<file path="src/rtl/mapa_pkg.sv">
// -----------------------------------------------------------------------------
// mapa_pkg
// Shared definitions for the 7x5 LED matrix path (glyph decoder and scanner):
//   NUM_ROWS / NUM_COLS / MAP_W : matrix geometry and width of the glyph map
//   ROW_W / CNT_W               : row index and phase counter widths
//   scan_state_e                : scan FSM states (IDLE / BLANK / DRIVE)
//   row_slice()                 : column bits of one row out of a 35-bit map
//   row_select()                : active-low row pin vector for one row index
// -----------------------------------------------------------------------------
package mapa_pkg;

    localparam int NUM_ROWS = 7;
    localparam int NUM_COLS = 5;
    localparam int MAP_W    = NUM_ROWS * NUM_COLS;
    localparam int ROW_W    = 3;
    // Wide enough for 2**16 - 1 dwell cycles and up to 255 blank cycles.
    localparam int CNT_W    = 16;

    localparam logic [ROW_W-1:0] LAST_ROW = 3'd6;

    typedef enum logic [1:0] {
        IDLE  = 2'd0,
        BLANK = 2'd1,
        DRIVE = 2'd2
    } scan_state_e;

    // Columns of row r live at map bits r*5 .. r*5+4; an out-of-range row
    // index yields an all-off row rather than garbage.
    function automatic logic [NUM_COLS-1:0] row_slice(
        input logic [MAP_W-1:0] map,
        input logic [ROW_W-1:0] row
    );
        logic [NUM_COLS-1:0] s;
        case (row)
            3'd0:    s = map[4:0];
            3'd1:    s = map[9:5];
            3'd2:    s = map[14:10];
            3'd3:    s = map[19:15];
            3'd4:    s = map[24:20];
            3'd5:    s = map[29:25];
            3'd6:    s = map[34:30];
            default: s = {NUM_COLS{1'b0}};
        endcase
        return s;
    endfunction

    // Exactly one pin low for a legal row; an illegal index keeps all rows off.
    function automatic logic [NUM_ROWS-1:0] row_select(
        input logic [ROW_W-1:0] row
    );
        logic [NUM_ROWS-1:0] s;
        case (row)
            3'd0:    s = 7'b111_1110;
            3'd1:    s = 7'b111_1101;
            3'd2:    s = 7'b111_1011;
            3'd3:    s = 7'b111_0111;
            3'd4:    s = 7'b110_1111;
            3'd5:    s = 7'b101_1111;
            3'd6:    s = 7'b011_1111;
            default: s = 7'b111_1111;
        endcase
        return s;
    endfunction

endpackage

</file>
<file path="src/rtl/scan_timer.sv">
// -----------------------------------------------------------------------------
// scan_timer
// Phase counter for the matrix scanner. Counts cycles since the current
// BLANK or DRIVE phase began; restart=1 zeroes it for the next cycle.
//   clk, rst_n   : clock, asynchronous active-low reset
//   restart      : 1 = next cycle is phase cycle 0
//   cnt          : cycles elapsed in the current phase (dwell_cnt in DRIVE)
//   blank_done   : cnt is the last BLANK cycle (BLANK_CYC - 1)
//   dwell_done   : cnt is the last DRIVE cycle (2**DWELL_LOG2 - 1)
// All outputs are registered: the flags are computed from the next count.
// -----------------------------------------------------------------------------
module scan_timer
    import mapa_pkg::*;
#(
    parameter int DWELL_LOG2 = 8,
    parameter int BLANK_CYC  = 4
) (
    input  logic             clk,
    input  logic             rst_n,
    input  logic             restart,
    output logic [CNT_W-1:0] cnt,
    output logic             blank_done,
    output logic             dwell_done
);

    localparam logic [CNT_W-1:0] BLANK_LAST = CNT_W'(BLANK_CYC - 1);
    localparam logic [CNT_W-1:0] DWELL_LAST = CNT_W'((2 ** DWELL_LOG2) - 1);
    localparam logic [CNT_W-1:0] CNT_MAX    = {CNT_W{1'b1}};

    logic [CNT_W-1:0] cnt_r;
    logic [CNT_W-1:0] cnt_nxt_s;
    logic             blank_done_r;
    logic             dwell_done_r;

    // Next count: restart to zero, otherwise count up, saturating so a stuck
    // phase can never wrap back into a terminal value.
    always_comb begin
        cnt_nxt_s = cnt_r;
        if (restart) begin
            cnt_nxt_s = {CNT_W{1'b0}};
        end else if (cnt_r != CNT_MAX) begin
            cnt_nxt_s = cnt_r + CNT_W'(1);
        end else begin
            cnt_nxt_s = cnt_r;
        end
    end

    // Counter and terminal-count flags, all decoded from the next count.
    always_ff @(posedge clk or negedge rst_n) begin
        if (!rst_n) begin
            cnt_r        <= {CNT_W{1'b0}};
            blank_done_r <= (BLANK_LAST == {CNT_W{1'b0}});
            dwell_done_r <= 1'b0;
        end else begin
            cnt_r        <= cnt_nxt_s;
            blank_done_r <= (cnt_nxt_s == BLANK_LAST);
            dwell_done_r <= (cnt_nxt_s == DWELL_LAST);
        end
    end

    assign cnt        = cnt_r;
    assign blank_done = blank_done_r;
    assign dwell_done = dwell_done_r;

endmodule

</file>
<file path="src/rtl/matrix_scan.sv">
// -----------------------------------------------------------------------------
// matrix_scan
// Row-multiplexed driver for the 7x5 LED dot matrix. Latches the glyph map
// once per frame, then scans rows 0..6, each preceded by an all-off gap.
//   clk, rst_n   : clock, asynchronous active-low reset
//   en           : 1 = scan, 0 = dark and restart from row 0
//   pattern      : 35-bit map, bit r*5+c = row r, column c
//   row_n        : active-low row select (at most one bit low)
//   col          : active-high column drive for the selected row
//   frame_start  : one-cycle pulse in the first BLANK cycle of row 0
//   duty         : brightness 0..15 (only with MATRIX_DIM_EN)
// Build option: define MATRIX_DIM_EN to add the duty port and PWM dimming
// of the columns within each row's DRIVE time.
// Row period = BLANK_CYC + 2**DWELL_LOG2 cycles; frame = 7 row periods.
// -----------------------------------------------------------------------------
module matrix_scan
    import mapa_pkg::*;
#(
    parameter int DWELL_LOG2 = 8,
    parameter int BLANK_CYC  = 4
) (
    input  logic                clk,
    input  logic                rst_n,
    input  logic                en,
    input  logic [MAP_W-1:0]    pattern,
    output logic [NUM_ROWS-1:0] row_n,
    output logic [NUM_COLS-1:0] col,
`ifdef MATRIX_DIM_EN
    output logic                frame_start,
    input  logic [3:0]          duty
`else
    output logic                frame_start
`endif
);

    localparam logic [NUM_ROWS-1:0] ROWS_OFF = 7'h7F;
    localparam logic [NUM_COLS-1:0] COLS_OFF = 5'h00;

    scan_state_e         state_r;
    logic [ROW_W-1:0]    row_r;
    logic [MAP_W-1:0]    latch_r;
    logic [NUM_ROWS-1:0] row_n_r;
    logic [NUM_COLS-1:0] col_r;
    logic                frame_start_r;

    logic [CNT_W-1:0]    dwell_cnt_s;
    logic [CNT_W-1:0]    dwell_nxt_s;
    logic [3:0]          dim_idx_s;
    logic [3:0]          duty_s;
    logic                dim_on_s;
    logic                blank_done_s;
    logic                dwell_done_s;
    logic                restart_s;

    scan_timer #(
        .DWELL_LOG2 (DWELL_LOG2),
        .BLANK_CYC  (BLANK_CYC)
    ) u_timer (
        .clk        (clk),
        .rst_n      (rst_n),
        .restart    (restart_s),
        .cnt        (dwell_cnt_s),
        .blank_done (blank_done_s),
        .dwell_done (dwell_done_s)
    );

    // Phase counter restarts whenever a phase ends or the scanner is idle.
    always_comb begin
        restart_s = 1'b1;
        if (!en) begin
            restart_s = 1'b1;
        end else begin
            case (state_r)
                IDLE:    restart_s = 1'b1;
                BLANK:   restart_s = blank_done_s;
                DRIVE:   restart_s = dwell_done_s;
                default: restart_s = 1'b1;
            endcase
        end
    end

    // Dimming gate for the next DRIVE cycle. Without the dimming build the
    // duty is pinned to full so the columns stay on for the whole dwell.
    always_comb begin
`ifdef MATRIX_DIM_EN
        duty_s = duty;
`else
        duty_s = 4'hF;
`endif
        dwell_nxt_s = dwell_cnt_s + CNT_W'(1);
        // Top four bits of the dwell count: 16 equal slices of the on-time.
        dim_idx_s   = 4'(dwell_nxt_s >> (DWELL_LOG2 - 4));
        dim_on_s    = (dim_idx_s <= duty_s);
    end

    // Scan FSM with registered pin outputs: each transition also sets the
    // pin values for the cycle it enters, so pins and state stay aligned.
    always_ff @(posedge clk or negedge rst_n) begin
        if (!rst_n) begin
            state_r       <= IDLE;
            row_r         <= 3'd0;
            latch_r       <= {MAP_W{1'b0}};
            row_n_r       <= ROWS_OFF;
            col_r         <= COLS_OFF;
            frame_start_r <= 1'b0;
        end else if (!en) begin
            state_r       <= IDLE;
            row_r         <= 3'd0;
            row_n_r       <= ROWS_OFF;
            col_r         <= COLS_OFF;
            frame_start_r <= 1'b0;
        end else begin
            case (state_r)
                IDLE: begin
                    state_r       <= BLANK;
                    row_r         <= 3'd0;
                    latch_r       <= pattern;
                    row_n_r       <= ROWS_OFF;
                    col_r         <= COLS_OFF;
                    frame_start_r <= 1'b1;
                end
                BLANK: begin
                    frame_start_r <= 1'b0;
                    if (blank_done_s) begin
                        // First dwell slice is always lit (index 0 <= any duty).
                        state_r <= DRIVE;
                        row_n_r <= row_select(row_r);
                        col_r   <= row_slice(latch_r, row_r);
                    end else begin
                        row_n_r <= ROWS_OFF;
                        col_r   <= COLS_OFF;
                    end
                end
                DRIVE: begin
                    if (dwell_done_s) begin
                        // Rows go dark together with the columns: no ghosting.
                        state_r <= BLANK;
                        row_n_r <= ROWS_OFF;
                        col_r   <= COLS_OFF;
                        if (row_r == LAST_ROW) begin
                            row_r         <= 3'd0;
                            latch_r       <= pattern;
                            frame_start_r <= 1'b1;
                        end else begin
                            row_r         <= row_r + 3'd1;
                            frame_start_r <= 1'b0;
                        end
                    end else begin
                        frame_start_r <= 1'b0;
                        row_n_r       <= row_select(row_r);
                        col_r         <= dim_on_s ? row_slice(latch_r, row_r) : COLS_OFF;
                    end
                end
                default: begin
                    state_r       <= IDLE;
                    row_r         <= 3'd0;
                    row_n_r       <= ROWS_OFF;
                    col_r         <= COLS_OFF;
                    frame_start_r <= 1'b0;
                end
            endcase
        end
    end

    assign row_n       = row_n_r;
    assign col         = col_r;
    assign frame_start = frame_start_r;

endmodule

</file>
<file path="config.mk">
export PLATFORM = sky130hd
export DESIGN_NAME = matrix_scan
export DESIGN_NICKNAME = d
export VERILOG_FILES = /design/src/rtl/mapa_pkg.sv /design/src/rtl/scan_timer.sv /design/src/rtl/matrix_scan.sv
export SDC_FILE = /design/constraint.sdc
export NUM_CORES = 1
export LEC_CHECK = 0
export ABC_CLOCK_PERIOD_IN_PS = 5250
export BUFFER_PORTS_ARGS = -buffer_cell sky130_fd_sc_hd__buf_4
export CELL_PAD_IN_SITES_DETAIL_PLACEMENT = 1
export CELL_PAD_IN_SITES_GLOBAL_PLACEMENT = 1
export CORE_ASPECT_RATIO = 2
export CORE_MARGIN = 5
export CORE_UTILIZATION = 48
export DETAILED_ROUTE_END_ITERATION = 10
export PLACE_DENSITY_LB_ADDON = 0.1
export SYNTH_ARGS = -nofsm -noshare
export SYNTH_HDL_FRONTEND = slang
export SYNTH_SLANG_ARGS = --single-unit
</file>
<file path="constraint.sdc">
create_clock -name clk -period 5.25 [get_ports clk]
set_input_delay 0.7875 -clock clk [delete_from_list [all_inputs] [get_ports clk]]
set_output_delay 0.7875 -clock clk [all_outputs]
set_load 0.005 [all_outputs]
</file>
==> impl_results.md, run 1 <==
- Worst VDD drop: between 150 and 200 uV
- Post-synth top cells: dfrtp_1 (64), mux2_2 (39), nor2_1 (37)
- Die height: about 130 um
- Vias in the first global route: slightly below 3000
- Yosys warnings: 0
- CP max FO: 35
- FF+latch count, synth: 71
- Critical Path Start Type: flip-flop
- Via count: roughly 2600
- Pleak: ~1.8 nW
- Fraction of registers with async set/reset: 1.00
- Yosys cell types: 52
- CP top delay family: compound AO/OA/AOI/OAI gates
- Total GRT Usage: 0.205
- DR pass1 iterations: 4
- Hold buffer count at cts: 0
- Int Pwr: approximately 1.1 mW
- F_max: about 370 MHz
- Worst slack at placement: 2.53 ns
- RSZ-0062 raised after global routing: no
- Fin. max-slew vios: 0
- Synth Instances: between 300 and 400
- WL final: 8730 um
- Max Root-Sink Buffers: 2
- Outcome: finished, final reports clean
- Die width: about 70 um
- Area contributors post-synth: dfrtp_1 (46%), mux2_2 (13%), dfstp_2 (5.2%), nor2_1 (4.0%), mux2i_1 (2.6%)
- Final setup vio count: 0
- Most frequent cell after synthesis: dfrtp_1
- Area share of the largest cell type after synthesis: 0.456
- # port buffers: 50
- Tightest Hold Check Type: reg2reg
- Comb pwr share: 0.133
- Setup WS post-layout: ~2.5 ns
- Worst-margin pin slew: between 1 and 1.5 ns
- Top FF cell, synth: dfrtp_1
- Clk_skew: 0.00499 ns
- Post-CTS Setup Bufs: 0
- Fill cell count: just under 800
- CORE AREA: approximately 0.0072 mm^2
- FP Rows: 44
- Crit Path Class: reg2reg
- Critical Path RT: between 5 and 6 ns
- Mapped Nets: 361
- Initial drt markers: around 140
- Layout cells sized above 1: 0.325
- Cell taking the most area after synthesis: dfrtp_1
- Clock-pin slew on the worst setup and hold paths: approximately 0.060 ns
- P per Cell Area: between 300 and 400 mW/mm^2
- Arrival @ worst endpoint: approximately 3 ns
- Share of power burned in registers: 0.451
- Detail Route Antenna Nets: 0
- Critical path endpoint category: flip-flop
- Synth-to-Final Area Change: 21.1%
- CTS Buf Count: 9
- Starting Density: 0.487
- TritonCTS clock tree: yes
- First-pass GRT wire length: 14600 um
- Slowest CP cell: o21ai_4
- Clock share of power: 0.416
- Vias per cell: about 5.7
- Setup tns final: 0 ns
- Overflow after GRT: 0
- Max incr delay on CP: 0.85 ns
- Final period utilization: 0.517
- Final hold vios: 0
- Largest net degree at the start of global routing: 72
- Avg WL per Cell: between 15 and 20 um
- Max_cap viols: 0
- CP Buf/Inv Count: 0
- Final min period: 2.71 ns
- Hold slack: between 0.5 and 0.6 ns
- Post-DP HPWL: 6430 um
- Overall Power: between 1 and 1.5 mW
- Die area: ~0.0092 mm^2
- Fin nets: about 410
- Avg Cell Area, Syn: 11.1 um^2
- Worst path cell trace: nor2b_1, nand2_1, nor2_1, o21ai_4, mux2_2
- CTS H-tree lvls: 3
- DRC viols: 0
- Synth Cell Area: between 0.003 and 0.004 mm^2
- CTS resizes: 0
- Clock Latency Late Sink: between 0.3 and 0.4 ns
- Initial antenna violation count: 0
- Clk sinks: slightly above 70
- Root Driver: clkbuf_16
- Gpl congestion: between 0.8 and 0.9
- Switching share of total power: 0.230
- Antenna cells: 0
- Register area share after synthesis: 0.508
- Max_slew headroom: 0.278
- # IOs: 51
- Sw Pwr: 0.334 mW
- Post-synth EDFFs: 0
[logic make-up (layout without fill, tap and decap cells)]
logic type | after synthesis | count (layout) | synth area share
AND/OR/NAND/NOR | 108 | 108 | 0.164
flip-flops | 71 | 71 | 0.508
AO/OA/AOI/OAI | 49 | 49 | 0.0944
multiplexers | 49 | 49 | 0.157
buffers and inverters | 24 | 76 | 0.0299
XOR/XNOR | 9 | 9 | 0.0224
adder cells (fa/ha/maj) | 7 | 7 | 0.0242
[cells in the final DEF, fill, tap and decap left out, types with 2 or more instances in the layout]
master,synthesis,final
a21oi_1,12,12
a221oi_1,3,3
a31oi_1,2,2
and3_1,3,3
buf_4,0,51
clkbuf_16,0,9
clkbuf_8,0,2
dfrtp_1,64,64
dfstp_2,7,7
ha_1,6,6
inv_1,10,10
mux2_2,39,39
mux2i_1,9,9
nand2_1,13,13
nand2b_1,3,3
nand3_1,5,5
nand4_1,5,5
nor2_1,37,37
nor2b_1,7,7
nor3_1,12,12
nor3b_1,2,2
nor4_1,7,7
nor4_2,2,2
o2111ai_1,2,2
o21a_1,2,2
o21ai_0,14,14
o22a_1,2,2
or3_1,3,3
or4_1,2,2
xnor2_1,6,6
xor2_1,3,3
[state kept, by name, summed over array words and instances (netlist names)]
signal / flops
latch_r: 35
frame_start: 1
u_timer.dwell_done: 1
u_timer.cnt: 16
u_timer.blank_done: 1
col: 5
state_r: 2
row_r: 3
row_n: 7
[final timing paths]
| kind | depth (start not counted) | endpoint | slack, ns | startpoint |
|---|---|---|---|---|
| max in group asynchronous | 1 | row_r[1] | 4.10 | rst_n |
| setup / recovery | 5 | latch_r[32] | 2.54 | row_r[0] |
| hold reg to reg | 1 | latch_r[21] | 0.51 | latch_r[21] |
| hold / removal | 1 | latch_r[21] | 0.51 | latch_r[21] |
| setup reg to reg | 5 | latch_r[32] | 2.54 | row_r[0] |
| min in group asynchronous | 1 | latch_r[1] | 0.58 | rst_n |
[power groups by stage]
stage | Sequential [mW] | Clock, mW | Combinational (mW)
after detailed placement | 0.663 | 0 | 0.196
after floorplan | 0.650 | 0 | 0.126
final | 0.654 | 0.604 | 0.194
after global routing | 0.662 | 0.642 | 0.216
after global placement | 0.659 | 0 | 0.189
after CTS | 0.655 | 0.615 | 0.198
[final cells by class]
class	count	area, um^2	area share
clock inverters	3	42.5	0.0100
repair buffers	51	383	0.0900
multi-input cells	222	1630	0.384
clock buffers	12	256	0.0603
inverters	10	37.5	0.00882
well taps	92	115	0.0271
flip-flops and latches	71	1790	0.420
[layer usage]
layer	up-vias	track usage	wire length, um
met4	0	0.107	346
met5	-	0	0
met3	22	0.0452	326
li1	1241	-	-
met2	61	0.385	4910
met1	1319	0.209	3150
[through the flow]
step | cell area, um^2 | cells | util
floorplan | 3510 | 317 | -
global placement | 3960 | 446 | 0.548
detailed placement | 3960 | 446 | 0.548
CTS | 4250 | 461 | 0.590
global route | 4250 | 461 | 0.590
finish | 4250 | 461 | 0.590
Power figures use the tool's default switching activity.
==> run 2, diff against run 1 <==
--- a/config.mk
+++ b/config.mk
@@ -5,13 +5,13 @@
 export SDC_FILE = /design/constraint.sdc
 export NUM_CORES = 1
 export LEC_CHECK = 0
-export ABC_CLOCK_PERIOD_IN_PS = 5250
+export ABC_CLOCK_PERIOD_IN_PS = 2400
 export BUFFER_PORTS_ARGS = -buffer_cell sky130_fd_sc_hd__buf_4
 export CELL_PAD_IN_SITES_DETAIL_PLACEMENT = 1
 export CELL_PAD_IN_SITES_GLOBAL_PLACEMENT = 1
 export CORE_ASPECT_RATIO = 2
 export CORE_MARGIN = 5
-export CORE_UTILIZATION = 48
+export CORE_UTILIZATION = 41
 export DETAILED_ROUTE_END_ITERATION = 10
 export PLACE_DENSITY_LB_ADDON = 0.1
 export SYNTH_ARGS = -nofsm -noshare
==> constraint.sdc (replaced) <==
create_clock -name clk -period 2.4 [get_ports clk]
set_input_delay 0.36 -clock clk [delete_from_list [all_inputs] [get_ports clk]]
set_output_delay 0.36 -clock clk [all_outputs]
set_load 0.005 [all_outputs]
==> run 2 against run 1 <==
- sequential power grew 120%
- clock power grew 140%
- clock skew is essentially flat
- non-clock buffer count grew 20
- routed wire length grew 7.5%
- cell count grew 5.6%
- combinational power grew 130%
- sequential share of layout area shrank 2.0 points
- setup slack lost 2.4 ns
- worst hold slack lost 0.36 ns
- critical endpoint is now u_timer.blank_done
- largest power group unchanged
==> impl_results.md, run 2 (synthesized netlist as in run 1, its figures left out) <==
- # IOs: 51
- Final std cells w/o fill: 487
- Clock-pin slew on the worst setup and hold paths: approximately 0.060 ns
- Initial antenna violation count: 0
- Final setup vio count: 0
- CP max FO: 8
- CTS Buf Count: 9
- FF-to-FF path depth: 8
- F_max: ~440 MHz
- Max_slew headroom: 0.400
- Placed Cells: between 400 and 500
- Fill cell count: between 900 and 1000
- Placed cell area: ~0.0041 mm^2
- Post-DP HPWL: around 6900 um
- Most common cell after layout, fill and taps aside: buf_4
- Critical path endpoint category: flip-flop
- Layout cells sized above 1: 0.373
- CORE AREA: between 0.008 and 0.009 mm^2
- Worst slack at placement: about 0.034 ns
- Largest register FFs: 35
- Worst Setup EP: u_timer.blank_done
- Commonest cells after routing, fill and taps aside: buf_4 (70), dfrtp_1 (64), mux2_2 (39)
- Outcome: finished, final reports clean
- Starting Density: 0.421
- Crit Path Class: reg2reg
- RSZ-0062 raised after global routing: no
- WL final: roughly 9400 um
- Avg WL per Cell: 19.3 um
- # port buffers: 50
- Fin. max-slew vios: 0
- Clk_skew: 0.00450 ns
- Total GRT Usage: 0.194
- DR pass1 iterations: 4
- Final hold vios: 0
- Root Driver: clkbuf_16
- Worst-margin pin slew: ~0.9 ns
- Setup WS post-layout: between 0.1 and 0.15 ns
- DRC viols: 0
- Antenna cells: 0
- Critical Path Start Type: flip-flop
- Critical Path RT: between 2 and 3 ns
- Worst R2R Start: u_timer.cnt[0]
- Setup crit start: u_timer.cnt[0]
- Hold slack: roughly 0.15 ns
- Max Root-Sink Buffers: 2
- Max_cap viols: 0
- First-pass GRT wire length: about 15000 um
- Die width: approximately 75 um
- Cell area after layout: between 0.004 and 0.005 mm^2
- Final period utilization: 0.953
- CTS H-tree lvls: 3
- Pleak: roughly 1.9 nW
- Overflow after GRT: 0
- Clk sinks: 71
- Die height: around 140 um
- Vias in the first global route: approximately 3100
- Fin nets: about 430
- Via count: 2743
- Tightest Hold Check Type: in2async
- Reg2Reg Capture Point: u_timer.blank_done
- Detail Route Antenna Nets: 0
- TritonCTS clock tree: yes
- P per Cell Area: about 740 mW/mm^2
- Arrival @ worst endpoint: between 2 and 3 ns
- Worst VDD drop: about 450 uV
- Setup tns final: 0 ns
- Die area: between 0.01 and 0.015 mm^2
- Reg with most FFs: latch_r
- Largest net degree at the start of global routing: between 70 and 80
- Synth-to-Final Area Change: 27.0%
- Reg2Reg Setup Slack: 0.11 ns
- Vias per cell: approximately 5.6
- FP Rows: between 40 and 50
- Initial drt markers: between 90 and 100
- Gpl congestion: around 0.9
- Final min period: 2.29 ns
- Clock Latency Late Sink: between 0.3 and 0.4 ns
==> run 2: through the flow <==
stage                util  total power, mW
finish              0.534             3.28
global route        0.534             3.43
CTS                 0.531             3.32
detailed placement  0.492             1.89
global placement    0.492             1.87
floorplan               -             1.70
==> run 2: worst min-delay path by stage <==
stage,from,cells past startpoint,slack (ns),end
finish,rst_n,1,0.15,latch_r[12]
floorplan,rst_n,0,0.06,col[0]
global route,rst_n,1,0.24,latch_r[32]
global placement,latch_r[27],1,0.49,latch_r[27]
detailed placement,latch_r[1],1,0.50,latch_r[1]
CTS,rst_n,1,0.18,latch_r[32]
==> run 2: area by class of cell <==
cell class / instances / area [um^2] / share of cell area
Clock buffer: 11 / 243 / 0.0544
Clock inverter: 4 / 70.1 / 0.0157
Inverter: 10 / 37.5 / 0.00841
Multi-Input combinational cell: 222 / 1660 / 0.372
Sequential cell: 71 / 1790 / 0.400
Tap cell: 98 / 123 / 0.0275
Timing Repair Buffer: 71 / 546 / 0.122
==> run 2: timing repair <==
action / 4_1_cts / 5_1_grt
hold buffers: 0 / 0
resized for setup: 1 / 4
hold endpoints to repair: 0 / 0
cloned: 0 / 0
endpoints found under the setup margin: 2 / 2
buffers inserted: 1 / 1
==> run 2: per-layer routing <==
metal  vias up  routed length [um]  track usage
met1      1382                3210        0.195
li1       1282                   -            -
met2        56                5480        0.357
met4         0                 294       0.0931
met3        23                 401       0.0428
met5         -                   0            0
==> run 2: critical path: stages, from the launching register on <==
cell and delay [ns]:
dfrtp_1 0.36, ha_2 0.21, nand3_1 0.13, buf_4 0.21
nor4_2 0.21, nor3_1 0.12, or3_1 0.33, a211o_1 0.36
nor4_2 0.25
==> run 2: where the power goes <==
part           leakage (nW)  switching [mW]  internal (mW)
Sequential            0.884          0.0720           1.35
Combinational         0.884           0.193          0.249
Clock                 0.155           0.489          0.928
